`src/rtl/wb_regfile_if.sv`:
```
// ---------------------------------------------------------------------------
// wb_regfile_if
// Bundles the writeback-stage inputs (MEM/WB register outputs), the decode
// read ports and the forwarding/debug outputs of wb_regfile.
//   master : the pipeline side (drives MEM/WB fields and read addresses)
//   slave  : the register file (returns read data, result and debug count)
// Parameters DATA_W / ADDR_W / COUNT_W must match those of wb_regfile.
// ---------------------------------------------------------------------------
interface wb_regfile_if #(
    parameter int DATA_W  = 32,
    parameter int ADDR_W  = 5,
    parameter int COUNT_W = 32
);
    logic              RegWriteW;
    logic              MemtoRegW;
    logic              LinkW;
    logic [ADDR_W-1:0] WriteRegW;
    logic [DATA_W-1:0] ReadDataW;
    logic [DATA_W-1:0] ALUOutW;
    logic [DATA_W-1:0] RB_PCPlus4;
    logic [ADDR_W-1:0] A1;
    logic [ADDR_W-1:0] A2;
    logic [DATA_W-1:0] RD1;
    logic [DATA_W-1:0] RD2;
    logic [DATA_W-1:0] ResultW;
    logic [ADDR_W-1:0] WriteDstW;
    logic              WeW;
    logic [COUNT_W-1:0] wb_count;

    modport master (
        output RegWriteW, MemtoRegW, LinkW, WriteRegW,
        output ReadDataW, ALUOutW, RB_PCPlus4, A1, A2,
        input  RD1, RD2, ResultW, WriteDstW, WeW, wb_count
    );

    modport slave (
        input  RegWriteW, MemtoRegW, LinkW, WriteRegW,
        input  ReadDataW, ALUOutW, RB_PCPlus4, A1, A2,
        output RD1, RD2, ResultW, WriteDstW, WeW, wb_count
    );
endinterface

```
`src/rtl/wb_regfile.sv`:
```
// ---------------------------------------------------------------------------
// wb_regfile
// Writeback stage plus architectural register file of the 5-stage MIPS
// pipeline. Selects the writeback result (Link > MemtoReg > ALU), commits it
// to a 2**ADDR_W x DATA_W register file on the rising edge, and serves two
// combinational decode read ports with same-cycle write-through bypass.
// Register 0 is hard-wired to zero. wb_count counts committed writes and
// saturates at all-ones.
// Ports:
//   clk    in  clock, all state updates on the rising edge
//   rst_n  in  asynchronous active-low reset; clears registers and wb_count
//   bus    slave modport of wb_regfile_if:
//            in : RegWriteW, MemtoRegW, LinkW, WriteRegW, ReadDataW, ALUOutW,
//                 RB_PCPlus4, A1, A2
//            out: RD1, RD2, ResultW, WriteDstW, WeW, wb_count
// ---------------------------------------------------------------------------
module wb_regfile #(
    parameter int DATA_W   = 32,
    parameter int ADDR_W   = 5,
    parameter int LINK_REG = 31,
    parameter int COUNT_W  = 32
) (
    input  logic          clk,
    input  logic          rst_n,
    wb_regfile_if.slave   bus
);
    localparam int NREG = 2 ** ADDR_W;

    logic [DATA_W-1:0]  regs_q [NREG];
    logic [DATA_W-1:0]  regs_d [NREG];
    logic [COUNT_W-1:0] wb_count_q;
    logic [COUNT_W-1:0] wb_count_d;

    logic [DATA_W-1:0]  result;
    logic [ADDR_W-1:0]  dst;
    logic               we;

    // Counter increment that sticks at all-ones instead of wrapping.
    function automatic logic [COUNT_W-1:0] sat_inc(input logic [COUNT_W-1:0] v);
        if (&v) return v;
        return v + COUNT_W'(1);
    endfunction

    // Decode read with r0 forced to zero and same-cycle bypass of the
    // writeback value; the bypass can never target r0 because we excludes it.
    function automatic logic [DATA_W-1:0] rd_port(input logic [ADDR_W-1:0] a);
        if (a == '0)               return '0;
        if (we && (dst == a))      return result;
        return regs_q[a];
    endfunction

    // ---- writeback select ----
    always_comb begin
        result = bus.ALUOutW;
        if (bus.LinkW)          result = bus.RB_PCPlus4;
        else if (bus.MemtoRegW) result = bus.ReadDataW;

        dst = bus.LinkW ? ADDR_W'(LINK_REG) : bus.WriteRegW;
        we  = bus.RegWriteW && (dst != '0);
    end

    // ---- next-state for register file and commit counter ----
    always_comb begin
        regs_d = regs_q;
        if (we) regs_d[dst] = result;
        regs_d[0] = '0;
        wb_count_d = we ? sat_inc(wb_count_q) : wb_count_q;
    end

    // ---- commit edge ----
    always_ff @(posedge clk or negedge rst_n) begin
        if (!rst_n) begin
            for (int i = 0; i < NREG; i++) regs_q[i] <= '0;
            wb_count_q <= '0;
        end else begin
            regs_q     <= regs_d;
            wb_count_q <= wb_count_d;
        end
    end

    assign bus.ResultW   = result;
    assign bus.WriteDstW = dst;
    assign bus.WeW       = we;
    assign bus.RD1       = rd_port(bus.A1);
    assign bus.RD2       = rd_port(bus.A2);
    assign bus.wb_count  = wb_count_q;
endmodule

```
`src/flat_wrapper.sv`:
```
// flat-port wrapper written by rule: the top's interface ports become plain ports
module wb_regfile_flat 
#(
    parameter int DATA_W   = 32,
    parameter int ADDR_W   = 5,
    parameter int LINK_REG = 31,
    parameter int COUNT_W  = 32
)
  (clk, rst_n, bus_RegWriteW, bus_MemtoRegW, bus_LinkW, bus_WriteRegW, bus_ReadDataW, bus_ALUOutW, bus_RB_PCPlus4, bus_A1, bus_A2, bus_RD1, bus_RD2, bus_ResultW, bus_WriteDstW, bus_WeW, bus_wb_count);
  wb_regfile_if #(.DATA_W(DATA_W), .ADDR_W(ADDR_W), .COUNT_W(COUNT_W)) bus_i ();
  input  logic clk;
  input  logic rst_n;
  input wire logic [$bits(bus_i.RegWriteW)-1:0] bus_RegWriteW;
  input wire logic [$bits(bus_i.MemtoRegW)-1:0] bus_MemtoRegW;
  input wire logic [$bits(bus_i.LinkW)-1:0] bus_LinkW;
  input wire logic [$bits(bus_i.WriteRegW)-1:0] bus_WriteRegW;
  input wire logic [$bits(bus_i.ReadDataW)-1:0] bus_ReadDataW;
  input wire logic [$bits(bus_i.ALUOutW)-1:0] bus_ALUOutW;
  input wire logic [$bits(bus_i.RB_PCPlus4)-1:0] bus_RB_PCPlus4;
  input wire logic [$bits(bus_i.A1)-1:0] bus_A1;
  input wire logic [$bits(bus_i.A2)-1:0] bus_A2;
  output wire logic [$bits(bus_i.RD1)-1:0] bus_RD1;
  output wire logic [$bits(bus_i.RD2)-1:0] bus_RD2;
  output wire logic [$bits(bus_i.ResultW)-1:0] bus_ResultW;
  output wire logic [$bits(bus_i.WriteDstW)-1:0] bus_WriteDstW;
  output wire logic [$bits(bus_i.WeW)-1:0] bus_WeW;
  output wire logic [$bits(bus_i.wb_count)-1:0] bus_wb_count;
  assign bus_i.RegWriteW = bus_RegWriteW;
  assign bus_i.MemtoRegW = bus_MemtoRegW;
  assign bus_i.LinkW = bus_LinkW;
  assign bus_i.WriteRegW = bus_WriteRegW;
  assign bus_i.ReadDataW = bus_ReadDataW;
  assign bus_i.ALUOutW = bus_ALUOutW;
  assign bus_i.RB_PCPlus4 = bus_RB_PCPlus4;
  assign bus_i.A1 = bus_A1;
  assign bus_i.A2 = bus_A2;
  assign bus_RD1 = bus_i.RD1;
  assign bus_RD2 = bus_i.RD2;
  assign bus_ResultW = bus_i.ResultW;
  assign bus_WriteDstW = bus_i.WriteDstW;
  assign bus_WeW = bus_i.WeW;
  assign bus_wb_count = bus_i.wb_count;
  wb_regfile #(.DATA_W(DATA_W), .ADDR_W(ADDR_W), .LINK_REG(LINK_REG), .COUNT_W(COUNT_W)) u_core (.clk(clk), .rst_n(rst_n), .bus(bus_i));
endmodule
```
`config.mk`:
```
export PLATFORM = sky130hd
export DESIGN_NAME = wb_regfile_flat
export DESIGN_NICKNAME = d
export VERILOG_FILES = /design/src/rtl/wb_regfile_if.sv /design/src/rtl/wb_regfile.sv /design/src/flat_wrapper.sv
export SDC_FILE = /design/constraint.sdc
export NUM_CORES = 2
export LEC_CHECK = 0
export CAP_MARGIN = 25
export CORE_MARGIN = 2
export CORE_UTILIZATION = 45
export CTS_CLUSTER_DIAMETER = 80
export DETAILED_ROUTE_END_ITERATION = 12
export PLACE_DENSITY = 0.73
export SKIP_CTS_REPAIR_TIMING = 1
export SYNTH_ARGS = -nofsm -noshare
export SYNTH_HDL_FRONTEND = slang
export SYNTH_SLANG_ARGS = --single-unit
```
`constraint.sdc`:
```
create_clock -name clk -period 5.9 [get_ports clk]
set_clock_uncertainty 0.15 [all_clocks]
set_input_delay 1.18 -clock clk [delete_from_list [all_inputs] [get_ports clk]]
set_output_delay 1.18 -clock clk [all_outputs]
set_load 0.01 [all_outputs]
```
==> impl_metrics.py <==
metrics = {
    "synthesis": {
        "yosys.cell_types.count": 73,
        "yosysSeqAreaShare": 0.475,
        "synth_top_area_share": 0.475,
        "yosys.area.top_type": "dfrtp_1",
        "syn_nets": 5191,
        "synthTopCellsByArea": "dfrtp_1 47%, mux4_2 17%, o21ai_0 9.2%",
        "synth.area.mux_share": 0.216,
        "synthAdderAreaFrac": 0.000232,
        "synth_top_family_by_area": "multiplexers",
        "synth_edf_count": 0,
        "ys.flop_type": "dfrtp_1",
        "yosys_warnings": 0,
        "netlist_instances": 5074,
        "synth-seq-cells": 1024,
        "synth_compound_area_frac": 0.148,
        "synth_simple_gate_area_frac": 0.109,
        "synth-xor-area-share": 0.00552,
        "synth.cell_area_um2": 54000,
        "synth.avg_cell_area_um2": 10.6,
        "ys_async_sr_fraction": 1.00,
    },
    "drt": {
        "wl_per_cell_um": 28.5,
        "vias": 44900,
        "wl_mm": 195,
        "drcViolationCount": 0,
        "vias_per_cell": 6.57,
        "drt_iter0_markers": 6462,
        "detail-route-antenna-nets": 0,
        "first_pass_iters": 6,
    },
    "timing": {
        "hold_viol": 0,
        "rsz0062_at_grt": "no",
        "setup_violations": 0,
        "max_slew_margin": 0.235,
        "worst_pin_slew_ns": 1.15,
        "timing.final.crit_share": 0.998,
        "finalCriticalPeriod_ns": 5.89,
        "finalMaxSlewViolations": 0,
        "timing.fmax_ghz": 0.170,
        "timing.hold.ws_ns": 0.348,
    },
    "status": {
        "status": "finished clean",
    },
    "finish": {
        "mostFrequentLayoutCells": "1094 x nand2_1, 1024 x dfrtp_1, 989 x o21ai_0",
        "layout_commonest_cell": "nand2_1",
        "fin_nets": 5258,
        "drive_gt1_frac": 0.189,
        "area_delta_synth_final_pct": 15.6,
    },
    "pwr": {
        "leakage_nw": 26.7,
        "powerDensity_nw_per_um2": 310,
        "irDropWorstVdd_mv": 0.245,
        "power_w": 0.0193,
    },
    "cts": {
        "cts.sinks": 1024,
        "htree_num_levels": 3,
        "cts_buffer_depth": 3,
        "cts_buffers": 102,
        "clkLatencyLatePin_ns": 0.69,
        "cts.clk_slew.worst_paths_ns": 0.07,
        "cts-root-buf": "clkbuf_16",
        "cts_tree": "done",
    },
    "critical_path": {
        "crit_path_end_kind": "primary output",
        "setup.worst_path.start_class": "input pin",
        "cp_max_fo": 30,
        "crit_arrival_ns": 4.56,
        "worstSetupPathType": "input pin to primary output",
        "critPathRequiredTime_ns": 4.57,
        "rr_worst_depth": 5,
    },
    "global_route": {
        "grt_start_max_net_pins": 162,
        "grt_usage": 0.316,
        "grt_pass1_vias": 43900,
        "grt_pass1_wl_mm": 289,
        "antenna_found_initial": 10,
        "overflow": 0,
    },
    "min_path": {
        "hp-class": "flip-flop to flip-flop",
        "holdPathStages": 2,
    },
    "floorplanning": {
        "initial_core_util": 0.452,
        "die_w_um": 350,
        "row_count": 127,
        "core_region_area_um2": 119000,
        "die_area_um2": 123000,
        "die_h_um": 350,
        "io_pins": 250,
    },
    "placed_design": {
        "place_congestion": 0.954,
        "place_hpwl_mm": 120,
        "port_buffers": 249,
    },
    "run": {
        "maxCapViolCount": 0,
    },
}
metrics by stage:
stage / util / cells / instance area (µm²) / setup WS [ns] / setup TNS, ns
2_1_floorplan: - / 5074 / 54000 / 1.58 / 0
3_3_place_gp: 0.491 / 6640 / 58600 / -0.156 / -0.312
3_5_place_dp: 0.491 / 6640 / 58600 / -0.189 / -0.393
4_1_cts: 0.520 / 6826 / 62200 / -0.139 / -0.227
5_1_grt: 0.522 / 6835 / 62400 / 0.0154 / 0
6_report: 0.522 / 6836 / 62400 / 0.0137 / 0
state kept, by name, summed over array words and instances, names as in the netlist:
name	count
u_core.regs_q	992
u_core.bus.wb_count	32
cells by family after synthesis:
kind of cell	Yosys count
buf+inv	563
simple gates	1413
xor+xnor	34
fa+ha+maj	1
flops	1024
compound gates	1399
mux	640
final timing paths:
kind                       slack, ns                   start                 endpoint
setup / recovery                0.01        bus_WriteRegW[2]               bus_RD2[1]
hold / removal                  0.35      u_core.regs_q[590]       u_core.regs_q[590]
setup reg to reg                3.33  u_core.bus.wb_count[7]  u_core.bus.wb_count[30]
hold reg to reg                 0.35      u_core.regs_q[590]       u_core.regs_q[590]
max in group asynchronous       3.74                   rst_n         u_core.regs_q[9]
min in group asynchronous       0.38                   rst_n       u_core.regs_q[705]
area by class of cell:
| class | instances | area, µm² |
|---|---|---|
| Inverter | 45 | 169 |
| Sequential cell | 1024 | 25600 |
| Multi-Input combinational cell | 3487 | 26100 |
| Fill cell | 10200 | 57100 |
| Tap cell | 1612 | 2020 |
| Timing Repair Buffer | 481 | 4920 |
| Clock buffer | 150 | 3020 |
| Antenna cell | 1 | 2.50 |
| Clock inverter | 36 | 515 |
layer usage:
| layer | vias up | wire [µm] | GRT usage |
|---|---|---|---|
| met2 | 3269 | 84800 | 0.462 |
| met1 | 22300 | 69400 | 0.407 |
| met3 | 770 | 26700 | 0.101 |
| met4 | 16 | 14000 | 0.201 |
| li1 | 18600 | - | - |
| met5 | - | 119 | 0 |
where the power goes:
part           internal [W]  switching, W  total [W]
clock network       0.00407       0.00287    0.00693
registers           0.00797      0.000751    0.00872
logic               0.00170       0.00197    0.00366
synthesized netlist by cell type (all sizes together) (3+ instances only):
cell type / instances
a2111oi: 8
a211oi: 30
a21oi: 49
a221o: 13
a221oi: 81
a22o: 10
a22oi: 20
a31oi: 4
a32oi: 15
and2: 13
and3: 5
and4: 3
buf: 143
clkbuf: 375
dfrtp: 1024
inv: 45
mux2: 86
mux2i: 142
mux4: 412
nand2: 1113
nand2b: 11
nand3: 28
nand3b: 9
nand4: 18
nor2: 87
nor2b: 29
nor3: 36
nor3b: 6
nor4: 5
o211ai: 11
o21a: 9
o21ai: 1015
o221ai: 10
o22a: 14
o22ai: 76
o311ai: 6
o31ai: 8
o32ai: 15
or2: 8
or3: 18
or3b: 8
or4: 7
xnor2: 25
xor2: 9
worst max-delay path, stage by stage:
cell,delay [ns]
clkdlybuf4s50_1,0.63
nor4_1,0.46
a21o_1,0.28
nor2_2,0.08
and2_2,0.27
buf_12,0.24
o31ai_1,0.72
clkdlybuf4s50_1,0.67
Note: power is estimated with default switching activity, not from simulation.
